File: config.mk
export PLATFORM = sky130hd
export DESIGN_NAME = array_mult_8
export DESIGN_NICKNAME = d
export VERILOG_FILES = /design/src/rtl/mult_pkg.sv /design/src/rtl/full_adder.sv /design/src/rtl/array_mult_8.sv
export SDC_FILE = /design/constraint.sdc
export NUM_CORES = 1
export LEC_CHECK = 0
export CAP_MARGIN = 10
export CORE_ASPECT_RATIO = 1.75
export CORE_MARGIN = 4
export CORE_UTILIZATION = 55
export DETAILED_ROUTE_END_ITERATION = 6
export PLACE_DENSITY_LB_ADDON = 0.25
export SLEW_MARGIN = 20
export SYNTH_ARGS = -nofsm -noshare
export SYNTH_HDL_FRONTEND = slang
export SYNTH_SLANG_ARGS = --single-unit
File: constraint.sdc
create_clock -name clk -period 1.4 [get_ports clk]
set_clock_uncertainty 0.1 [all_clocks]
set_input_delay 0.42 -clock clk [delete_from_list [all_inputs] [get_ports clk]]
set_output_delay 0.42 -clock clk [all_outputs]
set_load 0.01 [all_outputs]
File: src/rtl/mult_pkg.sv
// Shared constants and types for the array multiplier.
//
// Contents:
//   MULT_W    - operand width (8)
//   PROD_W    - product width (16)
//   operand_t - logic [7:0]
//   product_t - logic [15:0]
//   LATENCY   - cycles from sampled operands to registered product
//
// Configuration macro: ARRAY_MULT_8_PIPE_EN
//   Defined: an extra register after array row 4, so LATENCY is 2.
//   Undefined: LATENCY is 1.
package mult_pkg;

    localparam int unsigned MULT_W = 8;
    localparam int unsigned PROD_W = 16;

    typedef logic [MULT_W-1:0] operand_t;
    typedef logic [PROD_W-1:0] product_t;

`ifdef ARRAY_MULT_8_PIPE_EN
    localparam int unsigned LATENCY = 2;
`else
    localparam int unsigned LATENCY = 1;
`endif

endpackage

File: src/rtl/full_adder.sv
// One-bit full adder cell used throughout the multiplier array.
//
// Ports:
//   a, b, cin - input bits
//   s         - sum bit
//   cout      - carry out
// Half-adder positions are built from this cell with cin tied to 0.
module full_adder (
    input  logic a,
    input  logic b,
    input  logic cin,
    output logic s,
    output logic cout
);

    logic ab_xor;

    assign ab_xor = a ^ b;
    assign s      = ab_xor ^ cin;
    assign cout   = (a & b) | (cin & ab_xor);

endmodule

File: src/rtl/array_mult_8.sv
// Unsigned 8x8 carry-save array multiplier with a registered 16-bit product.
//
// Ports:
//   clk       - clock, all state updates on the rising edge
//   rst_n     - asynchronous active-low reset
//   A, B      - unsigned operands
//   in_valid  - qualifies A/B this cycle
//   product   - registered A*B
//   out_valid - product belongs to a qualified input
//
// Structure: an AND plane of partial products, seven carry-save rows of
// full_adder cells (carries move diagonally to the next row), and an 8-bit
// ripple row that resolves bits 15:8. Bits 7:0 are each row's LSB sum.
//
// Configuration macro: ARRAY_MULT_8_PIPE_EN
//   Defined: a register after row 4 holds the partial sum/carry, low product
//   bits 4:0, A, B[7:5] and valid, giving a latency of 2.
//   Undefined: only the output register, latency 1.
module array_mult_8
    import mult_pkg::*;
(
    input  logic     clk,
    input  logic     rst_n,
    input  operand_t A,
    input  operand_t B,
    input  logic     in_valid,
    output product_t product,
    output logic     out_valid
);

    // pp[i][j] = A[j] & B[i]; rows 5..7 may come from the mid-array register
    logic [MULT_W-1:0] pp [MULT_W];

    operand_t    a_late;     // multiplicand feeding rows 5..7
    logic [2:0]  b_late;     // B[7:5] feeding rows 5..7
    logic        valid_mid;  // valid arriving at the output register
    logic [7:0]  lo_bits;    // LSB sum of each row
    logic [7:0]  prod_lo;    // low product byte as seen by the output register
    logic [7:0]  hi_bits;    // ripple row result
    logic [7:0]  fin_a;      // remaining sum bits entering the ripple row
    logic        unused_carry;

`ifdef ARRAY_MULT_8_PIPE_EN
    logic [7:0] mid_sum_q;
    logic [7:0] mid_carry_q;
    logic [4:0] mid_lo_q;
    operand_t   mid_a_q;
    logic [2:0] mid_b_q;
    logic       mid_valid_q;

    always_ff @(posedge clk or negedge rst_n) begin
        if (!rst_n) begin
            mid_sum_q   <= '0;
            mid_carry_q <= '0;
            mid_lo_q    <= '0;
            mid_a_q     <= '0;
            mid_b_q     <= '0;
            mid_valid_q <= 1'b0;
        end else begin
            mid_sum_q   <= g_row[4].s;
            mid_carry_q <= g_row[4].c;
            mid_lo_q    <= lo_bits[4:0];
            mid_a_q     <= A;
            mid_b_q     <= B[7:5];
            mid_valid_q <= in_valid;
        end
    end

    assign a_late    = mid_a_q;
    assign b_late    = mid_b_q;
    assign valid_mid = mid_valid_q;
    assign prod_lo   = {lo_bits[7:5], mid_lo_q};
`else
    assign a_late    = A;
    assign b_late    = B[7:5];
    assign valid_mid = in_valid;
    assign prod_lo   = lo_bits;
`endif

    // Partial-product AND plane
    always_comb begin
        for (int i = 0; i < 5; i++) begin
            pp[i] = A & {MULT_W{B[i]}};
        end
        for (int i = 5; i < 8; i++) begin
            pp[i] = a_late & {MULT_W{b_late[i-5]}};
        end
    end

    // Carry-save rows. Row i cell j adds pp[i][j], the previous row's sum
    // one column to the left, and the previous row's carry from column j;
    // all three share weight i+j, so no carry travels along a row.
    for (genvar i = 0; i < MULT_W; i++) begin : g_row
        logic [7:0] s;
        logic [7:0] c;

        if (i == 0) begin : g_first
            assign s = pp[0];
            assign c = '0;
        end else begin : g_add
            logic [7:0] s_in;
            logic [7:0] c_in;

`ifdef ARRAY_MULT_8_PIPE_EN
            if (i == 5) begin : g_from_reg
                assign s_in = {1'b0, mid_sum_q[7:1]};
                assign c_in = mid_carry_q;
            end else begin : g_from_row
                assign s_in = {1'b0, g_row[i-1].s[7:1]};
                assign c_in = g_row[i-1].c;
            end
`else
            assign s_in = {1'b0, g_row[i-1].s[7:1]};
            assign c_in = g_row[i-1].c;
`endif

            for (genvar j = 0; j < MULT_W; j++) begin : g_col
                full_adder u_fa (
                    .a    (pp[i][j]),
                    .b    (s_in[j]),
                    .cin  (c_in[j]),
                    .s    (s[j]),
                    .cout (c[j])
                );
            end
        end

        assign lo_bits[i] = s[0];
    end

    // Final ripple row resolves bits 15:8
    assign fin_a = {1'b0, g_row[7].s[7:1]};

    for (genvar k = 0; k < MULT_W; k++) begin : g_fin
        logic ci;
        logic co;

        if (k == 0) begin : g_cin0
            assign ci = 1'b0;
        end else begin : g_cin
            assign ci = g_fin[k-1].co;
        end

        full_adder u_fa (
            .a    (fin_a[k]),
            .b    (g_row[7].c[k]),
            .cin  (ci),
            .s    (hi_bits[k]),
            .cout (co)
        );
    end

    // 255*255 fits in 16 bits, so the last carry is always zero
    assign unused_carry = g_fin[7].co;

    always_ff @(posedge clk or negedge rst_n) begin
        if (!rst_n) begin
            product   <= '0;
            out_valid <= 1'b0;
        end else begin
            product   <= {hi_bits, prod_lo};
            out_valid <= valid_mid;
        end
    end

endmodule

# Word-level counts from Yosys, hierarchy flattened
# Index checks and enable logic that the tools add are counted.
# totals
output_inout_bits,17
regBits,17
word_cells,266
# classes
bitwise_logic,264
# ops
operator,n
bitwise AND 1 bit,104
bitwise XOR 1 bit,104
bitwise AND 8 bit,8
bitwise OR 1 bit,48

# Longest topological paths before layout
# Gate-level depths: netlist (run 1).
# logic_depth
ltp_word,28
depth_mapped,17
depth_no_buf,17

# Cells and area by module
# From an unflattened synthesis (run 1), not the netlist that was laid out.
# unflattened
hier_cells,146
area_unflattened_um2,2110.8
# modules_own_cells
mod,instances,area_each_um2,cells_each
full_adder,64,20.0,1
array_mult_8,1,829.5,82

# Worst setup path before layout (run 1)
# OpenSTA, ideal clock, no wires.
# synth_path
path_type,input-to-reg
startpoint,input port B[0]
endpoint,register product[14]
required_ps,1165
stages,17
path_buffers,0
arrival_ps,6263
setup_slack_ps,-5098
cell_sequence,and2_1 ha_1 inv_1 fa_1 fa_1 fa_1 fa_1 fa_1 inv_1 fa_1 ha_1 fa_1 fa_1 fa_1 fa_1 fa_1 fa_1
# synth_between
elab_chain_cells,27
# synth_lines
item,line_no,text
start: declaration,array_mult_8.sv:25,"input operand_t B,"
bitwise AND 8 bit *,array_mult_8.sv:83,pp[i] = A & {MULT_W{B[i]}};
bitwise XOR 1 bit (2 in series),full_adder.sv:18,assign ab_xor = a ^ b;
bitwise AND 1 bit / bitwise XOR 1 bit (equally long branches),"full_adder.sv:20, full_adder.sv:19",
bitwise OR 1 bit / bitwise XOR 1 bit (equally long branches),"full_adder.sv:20, full_adder.sv:18",
bitwise AND 1 bit / bitwise XOR 1 bit (equally long branches),"full_adder.sv:20, full_adder.sv:19",
bitwise OR 1 bit / bitwise XOR 1 bit (equally long branches),"full_adder.sv:20, full_adder.sv:18",
bitwise AND 1 bit / bitwise XOR 1 bit (equally long branches),"full_adder.sv:20, full_adder.sv:19",
bitwise OR 1 bit / bitwise XOR 1 bit (equally long branches),"full_adder.sv:20, full_adder.sv:18",
[11 not listed],n/a,
bitwise AND 1 bit,full_adder.sv:20,assign cout = (a & b) | (cin & ab_xor);
bitwise OR 1 bit,full_adder.sv:20,
bitwise AND 1 bit,full_adder.sv:20,
bitwise OR 1 bit,full_adder.sv:20,
bitwise AND 1 bit,full_adder.sv:20,
bitwise OR 1 bit,full_adder.sv:20,
bitwise XOR 1 bit *,full_adder.sv:19,assign s = ab_xor ^ cin;
named net g_fin[6].u_fa.s,full_adder.sv:12,"output logic s,"
end signal: assignment,array_mult_8.sv:161,"product <= {hi_bits, prod_lo};"
end: declaration,array_mult_8.sv:27,"output product_t product,"
# The timed path passes the listed nets; every way through them passes the cells marked *.

# Worst setup path after layout (run 1)
# layout_path
startpoint,input port B[1]
endpoint,register product[14]
# Same word-level chain as after synthesis.

==> results of run 1 <==
## area by class of cell
cell class | instances | area (um2) | share of cell area [%]
timing repair buffer | 54 | 449 | 17.0
sequential | 17 | 425 | 16.1
clock buffer | 3 | 41.3 | 1.56
inverter | 32 | 120 | 4.54
multi-input combinational | 120 | 1550 | 58.5
tap | 45 | 56.3 | 2.13
clock inverter | 1 | 5.00 | 0.189
## synthesized netlist by cell type, drive strengths merged
cell type  instances
fa                48
nand2             33
inv               32
and2              31
dfrtp             17
ha                 8
buf                1
## layer usage
| layer | track usage [%] | part of all wire, % |
|---|---|---|
| met1 | 18.0 | 28 |
| met2 | 43.1 | 65 |
| met3 | 3.96 | 3.7 |
| met4 | 10.7 | 3.2 |
| met5 | 0 | 0 |
## stage by stage
step	total power [uW]	instances	utilization [%]	worst slack (ns)	TNS (ns)
2_1_floorplan	2010	170	-	-4.76	-39.33
3_5_place_dp	2880	267	77.1	-5.60	-50.74
6_report	3090	272	77.9	-4.77	-39.47
3_3_place_gp	2750	267	77.1	-5.48	-49.57
5_1_grt	3450	272	77.9	-4.83	-40.02
4_1_cts	3190	272	79.2	-4.79	-39.71
## state kept, by name, indices dropped and copies added, names as in the netlist
register / count
product: 16
out_valid: 1
## power by group through the flow
| stage | combinational (uW) | clock, uW | sequential, uW |
|---|---|---|---|
| after floorplan | 1140 | 0 | 866 |
| after global placement | 1990 | 0 | 758 |
| after detailed placement | 2120 | 0 | 766 |
| after CTS | 2080 | 362 | 752 |
| after global routing | 2290 | 398 | 766 |
| final | 1980 | 360 | 750 |
## kinds of logic (layout without fill, tap and decap cells)
kind of cell / Yosys count / count (layout) / synth area share, %
adder cells (fa/ha/maj): 56 / 56 / 55.0
AND/OR/NAND/NOR: 64 / 64 / 16.5
buffers and inverters: 33 / 90 / 6.49
flip-flops: 17 / 17 / 22.0
## final timing paths
path,cells past startpoint,slack [ns],from,to
max in group asynchronous,2,0.63,rst_n,product[6]
max,18,-4.77,B[1],product[14]
min in group clk,3,0.41,B[0],product[0]
min,2,0.39,rst_n,product[7]
## repair_timing
action / 4_1_cts / 5_1_grt
gates resized for setup: 90 / 13
gates cloned: 0 / 0
endpoints found under the setup margin: 32 / 24
hold endpoints to repair: 0 / 0
buffers inserted: 1 / 0
pin swaps: 14 / 4
==> implementation parameters, run 1 <==
Parameter                              Value

Pwr
  Net switching share of the total power ... 39.3%
  Worst supply voltage drop on vdd ... 1330 uV
  Combinational share of power ... 64.0%
  Power density cells ... 1170 nW/um2
  Seq pwr share ... 24.3%
  Int Power ... 1870 uW
  Leak pwr ... 0.00119 uW
  Part of the power in the clock network ... 11.7%
  Net switching component of the power ... 1210 uW

Worst setup path
  Endpoint arrival time on the critical path ... 6.27 ns
  Sort of element at the end of the critical path ... flop
  Critical Path Fanout Max ... 4
  Most numerous cell on the critical path ... sky130_fd_sc_hd__fa_2
  Cell family contributing the most delay on the critical path ... adder cells
  Critical path, cell by cell ... buf_8 -> and2_4 -> ha_4 -> inv_2 -> fa_2 -> fa_2 -> fa_2 -> fa_2 -> fa_2 -> inv_2 -> fa_2 -> ha_2 -> fa_2 -> fa_2 -> fa_2 -> fa_2 -> fa_2 -> fa_2
  Combined buffer and inverter count along the critical path ... 3
  Type of origin of the critical path ... primary input
  CP max stage delay ... 0.56 ns
  Class of the most critical setup path ... in -> reg
  Critical path required time ... 1.50 ns
  Slowest cell on the critical path ... sky130_fd_sc_hd__fa_2

Drt
  DRC violation total after the first TritonRoute iteration ... 28
  Remaining number of nets flagged by the antenna check after routing ... 0
  Average wire per cell in the routed design ... 14.6 um
  1st-pass router iterations ... 4
  Vias per cell ... 4.87
  Via total after detailed routing ... 1,324
  Final Routed Wirelength ... 3980 um
  Number of DRC violations after detailed routing ... 0

Timing
  Tightest Pin Transition ... 0.243 ns
  Clock period minus worst slack ... 6.17 ns
  Number of hold violations in the final report ... 0
  Min Hold Slack ... 0.387 ns
  Slew headroom ... 83.7%
  Final setup fails ... 14
  Max-slew violations ... 0
  RSZ-0062 raised after global routing ... true
  Maximum clock rate ... 0.162 GHz
  Part of the cycle the worst path needs ... 441%
  Final setup margin ... -4.77 ns

Place
  Cell area after placement ... 2620 um2
  Port Buf Inserts ... 35
  Estimated wirelength of the detail-placed design ... 3600 um
  RePlAce Congestion ... 0.777

Finish
  Filler cell count ... 234
  Commonest non-fill, non-tap cell in the layout ... sky130_fd_sc_hd__nand2_1
  Design area ... 2650 um2
  # diodes ... 0
  Net count, final ... 303
  Most frequent cells in the layout ... sky130_fd_sc_hd__nand2_1 (33), sky130_fd_sc_hd__fa_2 (25), sky130_fd_sc_hd__fa_1 (23)
  Share of layout cells above drive strength 1 ... 41.9%
  Post-synthesis to final-layout area growth ... 37.2%

GRT
  Largest net degree at the start of global routing ... 18
  Total congestion overflow after global routing ... 0
  Number of antenna violations at the first check in global routing ... 0
  Via count of the first global-routing pass ... 1,610
  Global-route usage over all layers ... 21.4%
  Global-route wire length before repair ... 6870 um

Yosys
  Number of register bits inferred by synthesis ... 17
  Leading area contributor after synthesis ... sky130_fd_sc_hd__fa_1
  Mapped Nets ... 245
  Yosys warning count ... 0
  Synthesized netlist cell count ... 170
  Most area-consuming cells after synthesis ... sky130_fd_sc_hd__fa_1 (50%), sky130_fd_sc_hd__dfrtp_1 (22%), sky130_fd_sc_hd__and2_1 (10%)
  Post-Synthesis Cell Area ... 1930 um2
  Average footprint of a synthesized cell ... 11.3 um2
  Sequential-to-total area share from yosys stat ... 22.0%
  Fraction of post-synthesis cell area in the top cell type by area ... 49.8%
  Synth unique cells ... 7

Floorplanning
  Effective utilization at floorplan ... 56.8%
  I/O pin cnt ... 36
  Die Width ... 52.8 um
  Die Y ... 86.4 um
  Placeable core region ... 3400 um2
  Cell row count ... 28
  Die footprint ... 4560 um2

Clock tree
  Clock-pin transition on the worst setup and hold timing paths ... 0.07 ns
  Number of buffers added to fix hold violations after cts ... 0
  CTS tree ... yes
  Cell chosen for the clock root ... sky130_fd_sc_hd__clkbuf_8
  Number of clock sinks seen by CTS ... 17
  Number of H-tree branching levels ... 1
  Maximum buffer depth of the clock tree ... 2
  Number of buffers inserted during clock tree synthesis ... 3

Min path
  Hold WC Path Type ... in -> async

Status
  Violations in the final reports ... setup timing
  Status ... finished with violations

Flow run
  Max-cap violation count ... 0
No activity file was read; power rests on OpenSTA's default activity.
==> run 2: changes to the inputs <==
- ABC_AREA: not set -> 1
- SYNTH_HIERARCHICAL: not set -> 1
==> run 2 against run 1 <==
The flow still finishes with violations (setup timing). Hold slack improved by 0.0059 ns. Combinational power rose by 64%. Synthesized area rose by 18%. Wire length rose by 16%. Final cell count rose by 23%. Die area rose by 15%. Clock power barely moved. Non-clock buffer count rose by 3. Critical endpoint is now product[15]. Largest cell class unchanged. Largest power group unchanged. Highest routed layer unchanged.
==> implementation parameters, run 2 <==
Parameter                              Value

Yosys
  Post-synth ARST share ... 100%
  Compound-Gate Fraction of Synth Area ... 0%
  Number of register bits inferred by synthesis ... 17
  Fraction of post-synthesis cell area in the top cell type by area ... 56.4%
  Share of synthesized area spent on multiplexers ... 0%
  Post-synthesis share of cell area spent on xor and xnor gates ... 0%
  Most area-consuming cells after synthesis ... sky130_fd_sc_hd__fa_1 (56%), sky130_fd_sc_hd__dfrtp_1 (19%), sky130_fd_sc_hd__inv_1 (11%)
  Top FF cell, synth ... sky130_fd_sc_hd__dfrtp_1
  Top cells by count, synth ... sky130_fd_sc_hd__fa_1 (64), sky130_fd_sc_hd__inv_1 (64), sky130_fd_sc_hd__nand2_1 (64), sky130_fd_sc_hd__dfrtp_1 (17), sky130_fd_sc_hd__buf_2 (16)
  Largest family of logic cells by synthesized area ... adder cells
  Post-Synthesis Cell Area ... 2270 um2
  Simple-gate share of the synthesized area ... 10.6%
  Synthesized netlist cell count ... 226
  Synth unique cells ... 6
  Sequential-to-total area share from yosys stat ... 18.7%
  Average footprint of a synthesized cell ... 10.0 um2
  EDFF count, synth ... 0
  Leading area contributor after synthesis ... sky130_fd_sc_hd__fa_1
  Arithmetic-cell share of the synthesized area counting full adders, half adders and majority gates ... 56.4%
  Yosys warning count ... 6

Place
  Cell area after placement ... 2880 um2
  Pre-CTS WS ... -6.16 ns
  Port Buf Inserts ... 35
  Estimated wirelength of the detail-placed design ... 3930 um
  RePlAce Congestion ... 0.772

Clock tree
  Number of buffers inserted during clock tree synthesis ... 3
  Cell chosen for the clock root ... sky130_fd_sc_hd__clkbuf_8
  Number of H-tree branching levels ... 1
  Maximum buffer depth of the clock tree ... 2
  Clock-pin transition on the worst setup and hold timing paths ... 0.07 ns
  CTS tree ... yes
  Number of clock sinks seen by CTS ... 17

Finish
  Net count, final ... 371
  Share of layout cells above drive strength 1 ... 33.8%
  Most frequent cells in the layout ... sky130_fd_sc_hd__nand2_1 (53), sky130_fd_sc_hd__inv_1 (52), sky130_fd_sc_hd__fa_2 (35)
  Commonest non-fill, non-tap cell in the layout ... sky130_fd_sc_hd__nand2_1
  Largest register by flop count ... product
  Filler cell count ... 287
  Leading registers by flop count ... product: 16 flops, out_valid: 1 flops
  Post-synthesis to final-layout area growth ... 32.0%
  Flip-flop count of the largest register after layout ... 16
  # diodes ... 0
  Design area ... 3000 um2

GRT
  Global-route wire length before repair ... 8060 um
  Number of antenna violations at the first check in global routing ... 0
  Total congestion overflow after global routing ... 0
  Via count of the first global-routing pass ... 1,948
  Largest net degree at the start of global routing ... 18
  Global-route usage over all layers ... 20.1%

Floorplanning
  Die footprint ... 5260 um2
  Effective utilization at floorplan ... 57.6%
  Die Width ... 56.6 um
  I/O pin cnt ... 36
  Cell row count ... 30
  Placeable core region ... 3940 um2
  Die Y ... 93.0 um

Min path
  Hold WC Path Type ... in -> async

Timing
  Number of hold violations in the final report ... 0
  Clock period minus worst slack ... 6.77 ns
  Final setup fails ... 14
  Min Hold Slack ... 0.393 ns
  Final setup margin ... -5.37 ns
  RSZ-0062 raised after global routing ... true
  Part of the cycle the worst path needs ... 484%
  Max-slew violations ... 0
  Maximum clock rate ... 0.148 GHz

Flow run
  Max-cap violation count ... 0

Pwr
  Leak pwr ... 0.00169 uW
  Worst supply voltage drop on vdd ... 1530 uV
  Power density cells ... 1480 nW/um2

Worst setup path
  Endpoint arrival time on the critical path ... 6.80 ns
  Critical Path Fanout Max ... 3
  Type of origin of the critical path ... primary input
  Sort of element at the end of the critical path ... flop
  Critical path required time ... 1.43 ns
  Class of the most critical setup path ... in -> reg

Drt
  1st-pass router iterations ... 4
  DRC violation total after the first TritonRoute iteration ... 26
  Vias per cell ... 4.73
  Final Routed Wirelength ... 4600 um
  Number of DRC violations after detailed routing ... 0
  Remaining number of nets flagged by the antenna check after routing ... 0
  Via total after detailed routing ... 1,583
  Average wire per cell in the routed design ... 13.7 um

Status
  Status ... finished with violations
  Violations in the final reports ... setup timing
[run 2: area by class of cell]
type	instances	area [um2]	area share, %
Clock buffer	3	41.3	1.38
Clock inverter	1	5.00	0.167
Inverter	64	240	8.01
Multi-Input combinational cell	145	1710	56.9
Sequential cell	17	425	14.2
Tap cell	48	60.1	2.00
Timing Repair Buffer	57	520	17.4
[run 2: kinds of logic after synthesis]
logic type | count (synthesis)
flip-flops | 17
adder cells (fa/ha/maj) | 64
other | 1
AND/OR/NAND/NOR | 64
buffers and inverters | 80
[run 2: final timing paths]
| check | start | to | slack, ns | cells past startpoint |
|---|---|---|---|---|
| min | rst_n | product[7] | 0.39 | 2 |
| min in group clk | B[0] | product[0] | 0.43 | 4 |
| max | A[7] | product[15] | -5.37 | 18 |
| max in group asynchronous | rst_n | product[1] | 0.62 | 2 |
[run 2: per-layer routing]
layer  vias to the layer above  part of all wire (%)  GRT usage, %  wire length, um
met4                         0                   3.2          8.71              146
met2                        43                    65          42.5             3010
li1                        703                     -             -                -
met1                       825                    28          18.2             1310
met5                         -                     0             0                0
met3                        12                   3.0          1.10              136
[run 2: worst max-delay path, cell delays in order]
cell and delay [ns]:
sky130_fd_sc_hd__buf_8 0.10, sky130_fd_sc_hd__nand2_4 0.05, sky130_fd_sc_hd__inv_2 0.04, sky130_fd_sc_hd__fa_2 0.54, sky130_fd_sc_hd__fa_2 0.44, sky130_fd_sc_hd__fa_2 0.55, sky130_fd_sc_hd__fa_2 0.43, sky130_fd_sc_hd__fa_2 0.55
sky130_fd_sc_hd__fa_2 0.44, sky130_fd_sc_hd__fa_2 0.36, sky130_fd_sc_hd__fa_2 0.37, sky130_fd_sc_hd__fa_2 0.34, sky130_fd_sc_hd__fa_2 0.34, sky130_fd_sc_hd__fa_2 0.35, sky130_fd_sc_hd__fa_2 0.35, sky130_fd_sc_hd__fa_2 0.35
sky130_fd_sc_hd__fa_2 0.34, sky130_fd_sc_hd__fa_1 0.43
[run 2: per-stage QoR]
step	utilization [%]	total power (uW)	std cells	setup TNS [ns]
6_report	76.1	4430	335	-42.38
5_1_grt	76.1	5050	335	-43.29
4_1_cts	75.7	4600	334	-43.86
3_5_place_dp	73.0	4260	330	-53.53
3_3_place_gp	73.0	3970	330	-52.69
2_1_floorplan	-	3070	242	-43.77
[run 2: what timing repair did]
item,in CTS,in global routing
hold buffers,0,0
pin swaps,25,16
buffers inserted,0,1
endpoints found under the setup margin,32,19
resized for setup,98,21
[run 2: power by group]
part	leakage (uW)	internal, uW	switching [uW]
Sequential	0.000199	776	50.7
Combinational	0.00147	1660	1590
Clock	0.0000255	197	162
Total	0.00169	2630	1800
==> run 3: changes to the inputs <==
- PLACE_DENSITY: not set -> 0.82
- PLACE_DENSITY_LB_ADDON: 0.25 -> not set
- SKIP_CTS_REPAIR_TIMING: not set -> 1
- SLEW_MARGIN: 20 -> 5
==> run 3 against run 2 <==
The run still ends with setup timing left. Combinational power is essentially flat. Wire length shrank 3.2%. Highest routed layer unchanged. Critical path depth did not move. Critical path type unchanged. Power increased by 0.47%. Sequential power shrank 1%. Fmax down 2.3%. Setup slack got worse by 0.16 ns. Die area unchanged. Hold slack lost 0.0039 ns.
==> implementation parameters, run 3 (same netlist as run 2, synthesis figures left out) <==
Parameter                              Value

Drt
  1st-pass router iterations ... 4
  Average wire per cell in the routed design ... 13.4 um
  Via total after detailed routing ... 1,530
  Remaining number of nets flagged by the antenna check after routing ... 0
  Number of DRC violations after detailed routing ... 0
  Vias per cell ... 4.59
  DRC violation total after the first TritonRoute iteration ... 19
  Final Routed Wirelength ... 4450 um

Finish
  Post-Route Utilization ... 76.9%
  Share of layout cells above drive strength 1 ... 28.1%
  Commonest non-fill, non-tap cell in the layout ... sky130_fd_sc_hd__inv_1
  Final instance count without filler cells ... 333
  Largest register by flop count ... product
  Post-synthesis to final-layout area growth ... 33.4%
  Flip-flop count of the largest register after layout ... 16
  Filler cell count ... 248
  Design area ... 3030 um2
  Net count, final ... 369
  Most frequent cells in the layout ... sky130_fd_sc_hd__inv_1 (57), sky130_fd_sc_hd__nand2_1 (56), sky130_fd_sc_hd__fa_2 (35)
  # diodes ... 0
  Leading registers by flop count ... product: 16 flops, out_valid: 1 flops

Timing
  Final setup margin ... -5.53 ns
  Number of hold violations in the final report ... 0
  Clock period minus worst slack ... 6.93 ns
  Part of the cycle the worst path needs ... 495%
  Final setup fails ... 14
  Max-slew violations ... 0
  Maximum clock rate ... 0.144 GHz
  RSZ-0062 raised after global routing ... true

Worst setup path
  Critical Path Fanout Max ... 4
  Most numerous cell on the critical path ... sky130_fd_sc_hd__fa_1
  Startpoint of the worst setup timing path ... B[1]
  Class of the most critical setup path ... in -> reg
  Type of origin of the critical path ... primary input
  Critical path, cell by cell ... buf_8 -> nand2_4 -> inv_2 -> fa_1 -> fa_1 -> fa_1 -> fa_1 -> fa_1 -> fa_1 -> fa_1 -> fa_2 -> fa_2 -> fa_2 -> fa_2 -> fa_2 -> fa_2 -> fa_2 -> fa_1
  CP endpoint ... product[15]
  Cell family contributing the most delay on the critical path ... adder cells
  Endpoint arrival time on the critical path ... 6.96 ns
  Slowest cell on the critical path ... sky130_fd_sc_hd__fa_1
  Sort of element at the end of the critical path ... flop
  WP depth ... 18
  Combined buffer and inverter count along the critical path ... 2
  Critical path required time ... 1.43 ns
  CP max stage delay ... 0.58 ns

Floorplanning
  I/O pin cnt ... 36
  Cell row count ... 30
  Die Y ... 93.0 um
  Die Width ... 56.6 um
  Die footprint ... 5260 um2
  Placeable core region ... 3940 um2
  Effective utilization at floorplan ... 57.6%

Min path
  Hold WC Path Type ... in -> async

Status
  Status ... finished with violations
  Violations in the final reports ... setup timing

Clock tree
  Number of clock sinks seen by CTS ... 17
  Number of H-tree branching levels ... 1
  Number of buffers inserted during clock tree synthesis ... 3
  Maximum buffer depth of the clock tree ... 2
  Clock-pin transition on the worst setup and hold timing paths ... 0.07 ns
  CTS tree ... yes
  Cell chosen for the clock root ... sky130_fd_sc_hd__clkbuf_8

GRT
  Number of antenna violations at the first check in global routing ... 0
  Global-route usage over all layers ... 18.8%
  Via count of the first global-routing pass ... 1,834
  Global-route wire length before repair ... 7500 um
  Largest net degree at the start of global routing ... 18
  Total congestion overflow after global routing ... 0

Pwr
  Power density cells ... 1470 nW/um2
  Power after layout ... 4450 uW
  Worst supply voltage drop on vdd ... 1660 uV
  Leak pwr ... 0.00187 uW

Place
  RePlAce Congestion ... 0.764
  Number of placed instances, taps included ... 329
  Estimated wirelength of the detail-placed design ... 3850 um
  Port Buf Inserts ... 35
  Cell area after placement ... 2870 um2
  Pre-CTS WS ... -6.19 ns

Flow run
  Max-cap violation count ... 0
==> run 3: cell types whose count changed in the layout (fill, tap and decap cells not counted), sizes merged <==
| cell | previous run | this run |
|---|---|---|
| buf | 29 | 24 |
| clkbuf | 7 | 5 |
| clkdlybuf4s15 | 15 | 0 |
| clkinv | 1 | 0 |
| clkinvlp | 0 | 1 |
| dlygate4sd2 | 1 | 0 |
| dlymetal6s2s | 1 | 22 |
==> run 3: layout make-up <==
class | instances | area, um2 | share of cell area, %
multi-input combinational | 145 | 1700 | 56.0
tap | 48 | 60.1 | 1.98
inverter | 64 | 240 | 7.93
sequential | 17 | 425 | 14.0
timing repair buffer | 55 | 558 | 18.4
clock inverter | 1 | 7.51 | 0.248
clock buffer | 3 | 41.3 | 1.36
==> run 3: layer usage <==
metal  global-route usage (%)  share of wire (%)
met1                     17.0                 28
met2                     38.9                 66
met3                    0.691                3.1
met4                     10.7                3.7
met5                        0                  0
==> run 3: through the flow <==
step / hold WS [ns] / setup TNS [ns]
6_report: 0.389 / -43.85
3_3_place_gp: 0.660 / -52.60
3_5_place_dp: 0.671 / -53.69
2_1_floorplan: 0.0244 / -43.77
5_1_grt: 0.410 / -44.79
4_1_cts: 0.391 / -53.58
==> run 3: how the worst min path moves through the flow <==
stage / startpoint / to / slack, ns / cells after the start
3_5_place_dp: rst_n / out_valid / 0.67 / 2
4_1_cts: rst_n / out_valid / 0.39 / 2
5_1_grt: rst_n / out_valid / 0.41 / 2
6_report: rst_n / out_valid / 0.39 / 2
3_3_place_gp: rst_n / out_valid / 0.66 / 2
2_1_floorplan: rst_n / out_valid / 0.02 / 0
==> run 3: report_power, final <==
| part | total [uW] | switching (uW) | leakage (uW) | internal, uW |
|---|---|---|---|---|
| logic | 3270 | 1570 | 0.00164 | 1700 |
| registers | 819 | 44.3 | 0.000199 | 775 |
| clock network | 368 | 168 | 0.0000217 | 200 |
